**src/rtl/seq_det_pkg.sv**
```systemverilog
// Shared helpers for the Moore sequence detector: state width, KMP next-state
// function and saturating-max constant. All are evaluated at elaboration.
package seq_det_pkg;

    localparam int MAX_PAT_W = 16;

    function automatic int st_width(input int pat_w);
        return $clog2(pat_w + 1);
    endfunction

    function automatic logic [31:0] sat_max(input int w);
        return 32'hFFFF_FFFF >> (32 - w);
    endfunction

    // Bit idx of the pattern, counted from the LSB.
    function automatic logic pat_bit(input logic [MAX_PAT_W-1:0] pat, input int idx);
        logic [MAX_PAT_W-1:0] tmp;
        tmp = pat >> idx;
        return tmp[0];
    endfunction

    // Longest prefix of the pattern that is a suffix of prefix(s) followed by x.
    // Prefix bit i (received i-th) is pat[pat_w-1-i].
    function automatic int kmp_next(input logic [MAX_PAT_W-1:0] pat, input int pat_w,
                                    input int s, input logic x);
        int   len;
        int   best;
        int   j;
        logic ok;
        logic cb;
        len  = s + 1;
        best = 0;
        for (int k = 1; k <= MAX_PAT_W; k++) begin
            if (k <= pat_w && k <= len) begin
                ok = 1'b1;
                for (int i = 0; i < MAX_PAT_W; i++) begin
                    if (i < k) begin
                        j = len - k + i;
                        if (j == s) cb = x;
                        else        cb = pat_bit(pat, pat_w - 1 - j);
                        if (cb != pat_bit(pat, pat_w - 1 - i)) ok = 1'b0;
                    end
                end
                if (ok) best = k;
            end
        end
        return best;
    endfunction

endpackage

```
**src/rtl/seq_det_sat_cnt.sv**
```systemverilog
// Saturating match counter with synchronous clear; clear wins over increment.
module seq_det_sat_cnt
    import seq_det_pkg::*;
#(
    parameter int CNT_W = 8
) (
    input  logic             clk,
    input  logic             rstn,
    input  logic             clr,
    input  logic             inc,
    output logic [CNT_W-1:0] cnt,
    output logic             sat
);

    localparam logic [CNT_W-1:0] CNT_MAX = CNT_W'(sat_max(CNT_W));

    logic [CNT_W-1:0] cnt_reg;
    logic [CNT_W-1:0] cnt_next;

    always_comb begin
        cnt_next = cnt_reg;
        if (clr)
            cnt_next = '0;
        else if (inc && (cnt_reg != CNT_MAX))
            cnt_next = cnt_reg + CNT_W'(1);
    end

    always_ff @(posedge clk or negedge rstn) begin
        if (!rstn)
            cnt_reg <= '0;
        else
            cnt_reg <= cnt_next;
    end

    assign cnt = cnt_reg;
    assign sat = (cnt_reg == CNT_MAX);

endmodule

```
**src/rtl/seq_detect_moore.sv**
```systemverilog
// Moore serial pattern detector with KMP transition tables built from PATTERN.
// Optional match counter is built only when SEQ_DET_CNT_EN is defined.
module seq_detect_moore
    import seq_det_pkg::*;
#(
    parameter int               PAT_W   = 4,
    parameter logic [PAT_W-1:0] PATTERN = 4'b1011,
    parameter int               OVERLAP = 1,
    parameter int               CNT_W   = 8
) (
    input  logic             clk,
    input  logic             rstn,
    input  logic             x_in,
    input  logic             x_vld,
    input  logic             clr,
    output logic             y_out,
    output logic [CNT_W-1:0] match_cnt,
    output logic             cnt_sat
);

    localparam int              ST_W    = st_width(PAT_W);
    localparam int              NUM_ST  = 1 << ST_W;
    localparam logic [ST_W-1:0] ST_FULL = ST_W'(PAT_W);

    logic [ST_W-1:0] nxt0 [NUM_ST];
    logic [ST_W-1:0] nxt1 [NUM_ST];
    logic [ST_W-1:0] state_reg;
    logic [ST_W-1:0] state_next;

    // Unreachable encodings above PAT_W fall back to state 0's transitions.
    genvar gi;
    generate
        for (gi = 0; gi < NUM_ST; gi++) begin : g_tbl
            localparam int S   = (gi > PAT_W) ? 0 : gi;
            localparam int SRC = (S == PAT_W && OVERLAP == 0) ? 0 : S;
            localparam logic [ST_W-1:0] N0 =
                ST_W'(kmp_next(MAX_PAT_W'(PATTERN), PAT_W, SRC, 1'b0));
            localparam logic [ST_W-1:0] N1 =
                ST_W'(kmp_next(MAX_PAT_W'(PATTERN), PAT_W, SRC, 1'b1));
            assign nxt0[gi] = N0;
            assign nxt1[gi] = N1;
        end
    endgenerate

    always_comb begin
        state_next = state_reg;
        if (clr)
            state_next = '0;
        else if (x_vld)
            state_next = x_in ? nxt1[state_reg] : nxt0[state_reg];
    end

    always_ff @(posedge clk or negedge rstn) begin
        if (!rstn)
            state_reg <= '0;
        else
            state_reg <= state_next;
    end

    assign y_out = (state_reg == ST_FULL);

`ifdef SEQ_DET_CNT_EN
    logic inc;
    assign inc = x_vld && !clr && (state_next == ST_FULL);

    seq_det_sat_cnt #(
        .CNT_W (CNT_W)
    ) u_cnt (
        .clk  (clk),
        .rstn (rstn),
        .clr  (clr),
        .inc  (inc),
        .cnt  (match_cnt),
        .sat  (cnt_sat)
    );
`else
    assign match_cnt = '0;
    assign cnt_sat   = 1'b0;
`endif

endmodule

```
**config.mk**
```make
export PLATFORM = sky130hd
export DESIGN_NAME = seq_detect_moore
export DESIGN_NICKNAME = d
export VERILOG_FILES = /design/src/rtl/seq_det_pkg.sv /design/src/rtl/seq_det_sat_cnt.sv /design/src/rtl/seq_detect_moore.sv
export SDC_FILE = /design/constraint.sdc
export NUM_CORES = 1
export LEC_CHECK = 0
export ABC_AREA = 1
export CORE_AREA = 2 2 39 41
export CTS_BUF_LIST = sky130_fd_sc_hd__clkbuf_16
export CTS_CLUSTER_SIZE = 20
export DETAILED_ROUTE_END_ITERATION = 10
export DIE_AREA = 0 0 41 43
export GPL_TIMING_DRIVEN = 0
export HOLD_SLACK_MARGIN = 0.06
export MAX_ROUTING_LAYER = met4
export PLACE_DENSITY_LB_ADDON = 0.3
export RECOVER_POWER = 50
export SKIP_CTS_REPAIR_TIMING = 1
export SLEW_MARGIN = 40
export SYNTH_ARGS = -nofsm -noshare
export SYNTH_HDL_FRONTEND = slang
export SYNTH_SLANG_ARGS = --single-unit
```
**constraint.sdc**
```tcl
create_clock -name clk -period 2.4 [get_ports clk]
set_input_delay 0.48 -clock clk [delete_from_list [all_inputs] [get_ports clk]]
set_output_delay 0.48 -clock clk [all_outputs]
set_load 0.01 [all_outputs]
```
# ---- Word-level counts from Yosys, hierarchy flattened
# Memory sizes are Yosys's and may differ from the RTL's.
# Index checks and enable logic that the tools add are counted.
dict set report classes {
  n_lt_le_gt_ge 1
  eq_ne 1
  n_mux 7
  n_bitwise 1
  reduce_logical 1
}
# op count
set ops {}
lappend ops {{two-way mux 3 bit} 7}
lappend ops {{greater-or-equal comparator 4 bit (second input constant)} 1}
lappend ops {{inverter 3 -> 4 bit} 1}
lappend ops {{equality test 3 bit (second input constant)} 1}
lappend ops {{nonzero test 2 bit} 1}
dict set report word_totals {
  memories 2
  output_inout_bits 10
  rom_bits 48
  word_cells 14
  in_bits 5
  reg_bits 3
}
# memory depth word_bits rd rd_clocked_by_memory_dff wr line
set memory_table {}
lappend memory_table {{(name not given)} 8 3 1 0 0 seq_detect_moore.sv:50} ;# state_next = x_in ? nxt1[state_reg] : nxt0[state_reg];
lappend memory_table {{(name not given)} 8 3 1 0 0 seq_detect_moore.sv:50}

# ---- Depth between registers and ports, before layout
dict set report depth {
  ltp_word 7
  depth_mapped 5
  depth_no_buf 5
}

# ---- Least setup slack after synthesis
# Ideal clock, no wire load.
dict set report synth_path {
  path_kind {register to output}
  from {reg state_reg[0]}
  to {out y_out}
  required_ps 1920
  path_stages_with_launch 4
  arrival_time_ps 603
  path_slack_ps 1317
  cell_sequence {dfrtp_1 inv_2 nand3_1 inv_1}
}
dict set report synth_via {
  elab_chain_len 1
}
# element line
set synth_lines {}
lappend synth_lines {{start: declaration} seq_detect_moore.sv:27} ;# logic [ST_W-1:0] state_reg;
lappend synth_lines {{start signal: assignment} seq_detect_moore.sv:57} ;# state_reg <= state_next;
lappend synth_lines {{equality test 3 bit} seq_detect_moore.sv:60} ;# assign y_out = (state_reg == ST_FULL);
lappend synth_lines {{end: declaration} seq_detect_moore.sv:16} ;# output logic y_out,
# No other way between the ends.

# ---- Final worst setup path
dict set report layout_path {
  from {reg state_reg[1]}
  to {out y_out}
}
# Same word-level chain as after synthesis.

==> flow_summary.toml <==
[floorplanning]
coreArea_sq_um = 1380
io_pins = 15
start_util = 0.174
die_w_microns = 41
die_h_microns = 43
num_rows = 14
die_area_sq_um = 1760

[placed_design]
dp_hpwl_microns = 340
port_buffers = 5
place_ws_ns = 0.790
gp_congestion = 0.634

[clocking]
cts-buffers-inserted = 3
cts.sinks = 3
clock-root-buffer = "clkbuf_16"
clockBufferDepth = 2
clock_latency_ns = 0.23
cts_tree = "built"
h-tree-depth = 1
clk_pin_slew_ns = 0.03

[timing]
min_period_ns = 1.84
fin_worst_skew_ns = 0.00173
rsz0062_at_grt = "false"
post-route-period-util = 0.767
setup_viol = 0
timing.setup.tns_ns = 0
timing.fmax_mhz = 543
drv_slew = 0
hold_viol_final = 0
layout_setup_ws_ns = 0.559
finalHoldWorstSlack_ns = 0.510

[cells_and_area]
largest_reg_flops = 3
fillers = 159
drive_gt1_frac = 0.314
multiInputGateArea_sq_um = 105
ff_latch_area_sq_um = 75.1
syn2layout_area_growth_pct = 74.5
final_nets = 57
antennaDiodeCount = 0

[synthesis]
yosysTopAreaCell = "dfrtp_1"
synthTopCellsByCount = "buf_4 (9), nand3_1 (6), nand2_1 (5)"
yosysMostFrequentCell = "buf_4"
yosysTopAreaCellShare = 0.313
yosysSeqAreaShare = 0.313
yosysWarningCount = 0
synth.distinct_cells = 11
synth-async-reset-ratio = 1.00
syn_area_per_cell_sq_um = 7.07
synthCells = 34
ys_ff_latch = 3
synth-main-ff-cell = "dfrtp_1"
synth_edf_count = 0
synth_area_leaders = "dfrtp_1 (31%), buf_4 (28%), nand3_1 (13%)"
netlist_area_sq_um = 240

[setup_path]
critPathRequiredTime_ns = 1.92
ff2ff_path_depth = 5
cp_slowest_cell = "clkdlybuf4s50_1"
worstSetupEndpointType = "output port"
worstSetupPathType = "reg2out"
critPathMaxFanout = 4
reg2reg_slack_ns = 1.56
crit_chain = "inv_1, nand3_1, inv_1, clkdlybuf4s50_1"
max_stage_delay_ns = 0.52
cp_common_cell = "inv_1"
arrival_ns = 1.36
r2r_start = "state_reg[1]"
r2r-end = "state_reg[1]"
cp-start-kind = "register"

[grt]
grt_max_degree = 5
antenna_found_initial = 0
grt_pass1_vias = 182
grt_pass1_wl_microns = 710
grt_usage = 0.0700
grt_overflow_total = 0

[pwr]
p_clk_frac = 0.746
internal_power_uw = 286
p_per_area_nw_per_um2 = 839
p_seq_frac = 0.156
ir_drop_mv = 0.305
p_leak_uw = 0.000231
switchingPower_uw = 65.5
combPwrFrac = 0.098
swShare = 0.186

[route]
ant_nets = 0
route.detailed.drc = 0
wirelength_microns = 423
viasPerCell = 3.19
drtPass1Iterations = 1
wl_per_cell_microns = 6.31
vias = 214
dr.first_iter.drc_count = 0

[worst_hold_path]
worstHoldPathType = "in2async"

[job]
drv_cap = 0

[outcome]
run_status = "completed"
-- worst max-delay path by stage --
stage | startpoint | depth (start not counted) | endpoint | slack [ns]
6_report | state_reg[1] | 4 | y_out | 0.56
5_1_grt | state_reg[1] | 4 | y_out | 0.48
4_1_cts | state_reg[1] | 4 | y_out | 0.55
3_5_place_dp | state_reg[1] | 4 | y_out | 0.79
3_3_place_gp | state_reg[1] | 4 | y_out | 0.80
2_1_floorplan | state_reg[0] | 3 | y_out | 1.32
-- kinds of logic (layout without fill, tap and decap cells) --
family | after synthesis | count (layout) | share of synthesized area
buffers and inverters | 15 | 24 | 0.375
and+or+nand+nor | 12 | 12 | 0.229
AOI/OAI and AO/OA | 3 | 3 | 0.0677
DFF | 3 | 3 | 0.312
other | 1 | 9 | 0.0156
-- metrics by stage --
| stage | power [uW] | area (sq um) | util | std cells |
|---|---|---|---|---|
| floorplan | 79.9 | 270 | - | 42 |
| global placement | 89.8 | 340 | 0.246 | 63 |
| detailed placement | 90.1 | 340 | 0.246 | 63 |
| CTS | 358 | 419 | 0.303 | 67 |
| global route | 365 | 419 | 0.303 | 67 |
| finish | 352 | 419 | 0.303 | 67 |
-- worst max-delay path: cells and delay by family, from the launching register on --
| kind | cells | cell delay, ns |
|---|---|---|
| buffers and inverters | 3 | 0.65 |
| DFF | 1 | 0.40 |
| and+or+nand+nor | 1 | 0.09 |
-- power by group through the flow --
stage / Sequential, uW / Combinational [uW] / Clock, uW
global placement: 55.4 / 34.4 / 0
CTS: 54.9 / 34.6 / 268
global route: 55.1 / 38.8 / 271
floorplan: 54.9 / 25.0 / 0
detailed placement: 55.5 / 34.6 / 0
finish: 54.9 / 34.4 / 263
-- layer usage --
layer,global-route usage,wire (microns)
met5,-,0
met4,0.100,16
met3,0.0314,40
met2,0.0719,187
met1,0.0772,178
-- layout by cell type, fill, tap and decap left out, drive strengths merged --
cell type      count
clkbuf             3
dfrtp              3
conb               9
buf                9
o22ai              1
nor2               1
nand2              5
o21ai              1
nand3              6
dlygate4sd3        1
clkdlybuf4s50      4
a21oi              1
inv                7
-- area by class of cell --
type / count / share of cell area
buffer: 9 / 0.161
clock buffer: 3 / 0.179
clock inverter: 1 / 0.00896
inverter: 6 / 0.0537
multi-input combinational: 24 / 0.251
sequential: 3 / 0.179
tap: 16 / 0.0478
timing repair buffer: 5 / 0.119
(Power assumes the default switching activity.)
